## config.mk

```make
export PLATFORM = sky130hd
export DESIGN_NAME = if_id_stage_buffer
export DESIGN_NICKNAME = d
export VERILOG_FILES = /design/src/rtl/if_id_stage_buffer.sv
export SDC_FILE = /design/constraint.sdc
export NUM_CORES = 1
export LEC_CHECK = 0
export ABC_AREA = 0
export BUFFER_PORTS_ARGS = -buffer_cell sky130_fd_sc_hd__buf_2
export CORE_UTILIZATION = 32
export DETAILED_ROUTE_END_ITERATION = 12
export GPL_TIMING_DRIVEN = 0
export PLACE_DENSITY = 0.69
export SYNTH_ARGS = -nofsm -noshare
export SYNTH_HDL_FRONTEND = slang
export SYNTH_SLANG_ARGS = --single-unit
```

## constraint.sdc

```tcl
create_clock -name system_clock -period 3 [get_ports system_clock]
set_clock_uncertainty 0.2 [all_clocks]
set_input_delay 0.6 -clock system_clock [delete_from_list [all_inputs] [get_ports system_clock]]
set_output_delay 0.6 -clock system_clock [all_outputs]
set_load 0.01 [all_outputs]
```

## src/rtl/if_id_stage_buffer.sv

```systemverilog
// IF/ID stage: 2-entry skid buffer between fetch and decode.
// Presents the head word pre-split into MIPS fields.
module if_id_stage_buffer #(
  parameter logic [31:0] NOP_INSTRUCTION = 32'h00000000,
  parameter logic [31:0] RESET_PC        = 32'h00000000
) (
  input  logic        system_clock,
  input  logic        reset,
  input  logic [31:0] fetch_instruction,
  input  logic [31:0] fetch_pc,
  input  logic        fetch_valid,
  output logic        fetch_ready,
  input  logic        flush,
  input  logic        decode_ready,
  output logic        decode_valid,
  output logic [31:0] decode_instruction,
  output logic [31:0] decode_pc,
  output logic [31:0] decode_pc_plus_4,
  output logic [5:0]  decode_opcode,
  output logic [4:0]  decode_rs,
  output logic [4:0]  decode_rt,
  output logic [4:0]  decode_rd,
  output logic [4:0]  decode_shamt,
  output logic [5:0]  decode_funct,
  output logic [31:0] decode_imm_sext,
  output logic [31:0] decode_imm_zext,
  output logic [31:0] decode_jump_target,
  output logic [31:0] issued_count
);

  typedef struct packed {
    logic [31:0] instr;
    logic [31:0] pc;
  } entry_t;

  typedef enum logic [1:0] {
    EMPTY = 2'd0,
    ONE   = 2'd1,
    FULL  = 2'd2
  } state_t;

  state_t      state_q, state_d;
  entry_t      head_q, head_d;
  entry_t      tail_q, tail_d;
  logic [31:0] issued_q, issued_d;

  logic   push;
  logic   pop;
  entry_t in_e;

  assign in_e = '{instr: fetch_instruction, pc: fetch_pc};

  // Handshakes depend only on registered state, never on decode_ready.
  assign fetch_ready  = (state_q != FULL);
  assign decode_valid = (state_q != EMPTY);
  assign push = fetch_valid && fetch_ready && !flush;
  assign pop  = decode_valid && decode_ready && !flush;

  always_ff @(posedge system_clock or negedge reset) begin
    if (!reset) begin
      state_q  <= EMPTY;
      head_q   <= '0;
      tail_q   <= '0;
      issued_q <= '0;
    end else begin
      state_q  <= state_d;
      head_q   <= head_d;
      tail_q   <= tail_d;
      issued_q <= issued_d;
    end
  end

  always_comb begin
    state_d  = state_q;
    head_d   = head_q;
    tail_d   = tail_q;
    issued_d = issued_q + {31'd0, pop};
    if (flush) begin
      state_d = EMPTY;
    end else begin
      unique case (state_q)
        EMPTY: begin
          if (push) begin
            state_d = ONE;
            head_d  = in_e;
          end
        end
        ONE: begin
          unique case (1'b1)
            push && pop: head_d = in_e;
            push && !pop: begin
              state_d = FULL;
              tail_d  = in_e;
            end
            !push && pop: state_d = EMPTY;
            default: ;
          endcase
        end
        FULL: begin
          if (pop) begin
            state_d = ONE;
            head_d  = tail_q;
          end
        end
        default: state_d = EMPTY;
      endcase
    end
  end

  logic [31:0] instr;
  logic [31:0] pc;

  always_comb begin
    instr = NOP_INSTRUCTION;
    pc    = RESET_PC;
    if (decode_valid) begin
      instr = head_q.instr;
      pc    = head_q.pc;
    end
  end

  assign decode_instruction = instr;
  assign decode_pc          = pc;
  assign decode_pc_plus_4   = pc + 32'd4;
  assign decode_opcode      = instr[31:26];
  assign decode_rs          = instr[25:21];
  assign decode_rt          = instr[20:16];
  assign decode_rd          = instr[15:11];
  assign decode_shamt       = instr[10:6];
  assign decode_funct       = instr[5:0];
  assign decode_imm_sext    = {{16{instr[15]}}, instr[15:0]};
  assign decode_imm_zext    = {16'd0, instr[15:0]};
  assign decode_jump_target =
    {decode_pc_plus_4[31:28], instr[25:0], 2'b00};
  assign issued_count       = issued_q;

endmodule

```

# ---- Word level (Yosys, flattened, before mapping)
# Index checks and enable logic that the tools add are counted.
dict set report word_totals {
  register_bits 162
  in_bits 69
  output_inout_bits 258
  wordCells 45
}
dict set report op_classes {
  add_sub_neg 2
  eq_ne 9
  muxes 11
  n_bitwise 1
  reduce_logical 16
}
# op n
set ops {}
lappend ops {{2-to-1 mux 64 bit} 3}
lappend ops {{case mux 64 bit (3 select lines)} 1}
lappend ops {{2-to-1 mux 32 bit} 2}
lappend ops {{adder 32 x 1 -> 32 bit} 1}
lappend ops {{adder 32 x 3 -> 32 bit (second input constant)} 1}
lappend ops {{inequality test 2 bit (second input constant)} 4}
lappend ops {{logical AND 1 bit} 7}
lappend ops {{2-to-1 mux 2 bit} 3}
lappend ops {{inequality test 3 bit (second input constant)} 2}
lappend ops {{case mux 2 bit (3 select lines)} 1}
lappend ops {{AND reduction 3 bit} 2}
lappend ops {{AND reduction 5 bit} 1}
lappend ops {{inequality test 4 bit (second input constant)} 1}
lappend ops {{case mux 2 bit (2 select lines)} 1}
lappend ops {{zero test 1 bit} 3}
lappend ops {{nonzero test 3 bit} 1}
lappend ops {{== test 2 x 1 -> 1 bit (second input constant)} 1}
lappend ops {{== test 2 bit (second input constant)} 1}
lappend ops {{zero test 2 bit} 1}
lappend ops {{nonzero test 2 bit} 1}
lappend ops {{NOT 1 bit} 1}

# ---- Depth between registers and ports, before layout
dict set report logic_depth {
  word_depth 8
  depth_mapped 12
  mapped_depth_nobuf 11
}

# ---- Worst setup path after synthesis
# OpenSTA, ideal clock, no wires.
dict set report synth_path {
  kind {register -> output}
  start {register state_q[0]}
  end {output port decode_pc_plus_4[28]}
  arrival_time_ns 2.720
  required_ns 2.200
  path_slack_ns -0.520
  path_stages_with_launch 13
  n_path_buf 2
  cell_sequence {dfrtp_1 nor2_1 inv_2 clkbuf_1 nand2_1 inv_1 ha_1 nand4_1 nor2_1 nand3_1 nor3_1 xor2_1 buf_4}
}
dict set report synth_between {
  elab_chain_cells 3
}
# item line_no
set synth_rtl {}
lappend synth_rtl {{start, declared} 42} ;# state_t state_q, state_d;
lappend synth_rtl {{start signal, assigned} 66} ;# state_q <= state_d;
lappend synth_rtl {{nonzero test 2 bit} 55} ;# assign decode_valid = (state_q != EMPTY);
lappend synth_rtl {{via decode_valid} 15} ;# output logic decode_valid,
lappend synth_rtl {{2-to-1 mux 32 bit} 116} ;# if (decode_valid) begin
lappend synth_rtl {{via decode_pc[2]} 17} ;# output logic [31:0] decode_pc,
lappend synth_rtl {{adder 32 x 3 -> 32 bit} 124} ;# assign decode_pc_plus_4 = pc + 32'd4;
lappend synth_rtl {{end, declared} 18} ;# output logic [31:0] decode_pc_plus_4,
# The timed path passes the listed nets, and every way through them passes these cells.

# ---- Worst setup path after layout
dict set report layout_path {
  start {register state_q[1]}
  end {output port decode_pc_plus_4[30]}
}
dict set report layout_between {
  elab_chain_cells 3
}
# item line_no
set layout_rtl {}
lappend layout_rtl {{nonzero test 2 bit} 55}
lappend layout_rtl {{2-to-1 mux 32 bit} 116}
lappend layout_rtl {{adder 32 x 3 -> 32 bit} 124}
# No other way between the ends.

==> flow_metrics.tcl <==
set metrics [dict create \
    synthAdderAreaFrac_pct 0.964 \
    final_cells 1674 \
    yosys.area.top_type_share_pct 44.6 \
    start_util_pct 32.6 \
    status "finished, violations left" \
    clock_path_buffers 2 \
    layout_setup_ws_ns -0.421 \
    clock-sinks 162 \
    cp_slowest_stage_delay_ns 0.50 \
    startpoint_type "register" \
    peakVddDrop_uv 296 \
    drive_above_1_share_pct 47.9 \
    drt_first_iter_violations 189 \
    cts_tree "done" \
    finalNetCount 1357 \
    wirelength_um 23800 \
    yosysTopAreaCell "dfrtp_1" \
    ys.flop_type "dfrtp_1" \
    antenna_found_initial 3 \
    core_mm2 0.0279 \
    die_area_mm2 0.0291 \
    leakage_nw 6.73 \
    synth_top_family_by_area "simple AND/OR/NAND/NOR gates" \
    critPathKind "register to output port" \
    setup_viol 26 \
    worstPathArrival_ns 2.62 \
    synth_mux_area_share_pct 16.1 \
    fp-row-count 61 \
    finalCritPeriodShare_pct 114 \
    synth-seq-cells 162 \
    dp_slack_ns -0.725 \
    setup_tns_ns -5.89 \
    postLayoutCellArea_mm2 0.0123 \
    antenna_left 0 \
    grt_start_max_net_pins 95 \
    path_cells "nor2_4 > inv_4 > clkbuf_16 > and2_4 > ha_4 > nand4_1 > or4_4 > nor4_4 > xor2_1 > buf_4 > buf_6" \
    slew_headroom_pct 49.7 \
    violations "negative setup slack" \
    pin_count 327 \
    vias_per_cell 4.40 \
    synth_edf_count 0 \
    placed_area_mm2 0.0113 \
    hold_viol 0 \
    slowest_stage "or4_4" \
    grt-ovfl-total 0 \
    cap_violations 0 \
    end_kind "output port" \
    yosys.area_share.simple_pct 18.9 \
    htreeDepth 4 \
    synth_compound_area_share_pct 0.647 \
    max_freq_mhz 292 \
    area_growth_pct 35.2 \
    clk_pin_slew_ns 0.07 \
    route.vias.total 7368 \
    p_per_area_mw_per_mm2 601 \
    synth_area_mm2 0.00908 \
    hold_path.class "input port to register" \
    placed_cells 1620 \
    die_x_um 170 \
    async_flop_share_pct 100 \
    place_congestion 0.888 \
    gr-usage-all-layers_pct 16.2 \
    yosys_warnings 0 \
    clk_latency_ns 0.42 \
    synth_cell_types 38 \
    die_y_um 170 \
    syn_avg_cell_area_um2 9.92 \
    slew_violations 0 \
    rsz0062_at_grt "true" \
    routedWlPerCell_um 14.2 \
    worstPathRequired_ns 2.20 \
    route.detailed.drc 0 \
    worstPathMaxFanout 4 \
    fill_cells 2643 \
    numPortBuffers 308 \
    hpwl_um 17700 \
    synth_area_leaders "dfrtp_1, buf_4, nand2_1" \
    synth-seq-area-share_pct 44.6 \
    grt_pass1_wl_um 36100 \
    syn_inst 916 \
    grt_pass1_vias 6657 \
    period_needed_ns 3.42 \
    clockRootBuffer "clkbuf_16" \
    dr.pass1.iters 4 \
    synth-xor-area-share_pct 5.59 \
    worst_pin_slew_ns 0.754 \
    cts-buffers-inserted 17 \
]
[worst max-delay path, delay by kind of cell (launching register included)]
| kind | cells | cell delay, ns |
|---|---|---|
| DFF | 1 | 0.42 |
| and+or+nand+nor | 5 | 1.02 |
| buffers and inverters | 4 | 0.42 |
| adders and majority gates | 1 | 0.14 |
| xor gates and xnor gates | 1 | 0.20 |
[stage by stage]
step	total power, mW	hold slack (ns)	utilization (%)
5_1_grt	7.83	0.199	44.1
3_3_place_gp	4.95	0.265	40.3
2_1_floorplan	4.29	0.104	-
3_5_place_dp	5.03	0.273	40.4
4_1_cts	7.45	0.188	43.5
6_report	7.38	0.206	44.1
[Yosys cell counts (3+ instances only)]
cell type  count
ha_1           7
inv_1         16
nor3_1         7
nand2_1      213
and4_1         3
nor2_1        24
nand3_1       23
xnor2_1       36
mux2_2        68
xor2_1        22
and3_1         7
mux2i_1        4
buf_2         16
nand4_1       14
nand2b_1       3
clkbuf_1      19
mux2_1        58
or2_2          3
and2_1        55
buf_4        130
dfrtp_1      162
nor2b_1        4
[registers in the layout (all words and copies together) (netlist names)]
signal        flops
tail_q           64
issued_count     32
head_q           64
state_q           2
[power by group]
part	internal, mW	switching, mW
registers	2.72	0.345
clock network	1.37	0.981
logic	1.07	0.905
total	5.15	2.23
[layout make-up]
cell class	instances	area (um2)	area share [%]
multi-input combinational	588	4070	33.1
sequential	162	4060	33.0
timing repair buffer	332	1770	14.4
buffer	163	1200	9.76
tap	378	473	3.85
clock buffer	18	439	3.58
clock inverter	14	195	1.59
inverter	17	68.8	0.560
antenna	2	5.00	0.0408
[layer usage]
| layer | GRT usage, % | wire length, um |
|---|---|---|
| met5 | 0 | 12 |
| met1 | 20.8 | 10300 |
| met4 | 5.56 | 448 |
| met3 | 2.98 | 1130 |
| met2 | 27.3 | 12000 |
[layout by cell type (no fill, tap or decap), drive strengths merged]
master / instances
xor2: 22
o32a: 1
clkbuf: 38
o21ai: 4
o2111ai: 1
nor3: 7
diode: 2
a21oi: 2
and2: 55
nor4: 5
nand4: 14
and4: 3
dlygate4sd3: 1
or2: 3
bufinv: 3
inv: 22
nand2b: 3
and3: 7
dfrtp: 162
mux2: 126
nand3b: 2
conb: 18
buf: 474
nor2b: 4
nor2: 24
nor3b: 2
and4bb: 1
mux2i: 4
xnor2: 36
clkinv: 6
nand2: 213
ha: 7
or4: 1
nand3: 23
[kinds of logic (layout without fill, tap and decap cells)]
group	after synthesis	count (layout)
AO/OA/AOI/OAI	8	8
other	1	20
adder cells (fa/ha/maj)	7	7
buffers and inverters	183	544
multiplexers	130	130
flip-flops	162	162
AND/OR/NAND/NOR	367	367
XOR/XNOR	58	58
[path summary, 6_finish.rpt]
kind                                  start              endpoint  slack [ns]  depth (start not counted)
min reg2reg                issued_count[31]      issued_count[31]        0.28                          1
max in group asynchronous             reset            head_q[41]        1.22                          3
min in group asynchronous             reset            tail_q[15]        0.52                          2
max reg2reg                      state_q[0]            head_q[53]        0.15                         13
max                              state_q[1]  decode_pc_plus_4[30]       -0.42                         11
min                                   flush            state_q[1]        0.21                          2
[what timing repair did]
item | 4_1_cts | 5_1_grt
hold buffers | 1 | 0
pin swaps | 10 | 11
gates cloned | 0 | 0
resized for setup | 23 | 41
endpoints found under the setup margin | 306 | 246
setup buffers | 17 | 5
endpoints found under the hold margin | 68 | 0
Power figures use the tool's default switching activity.
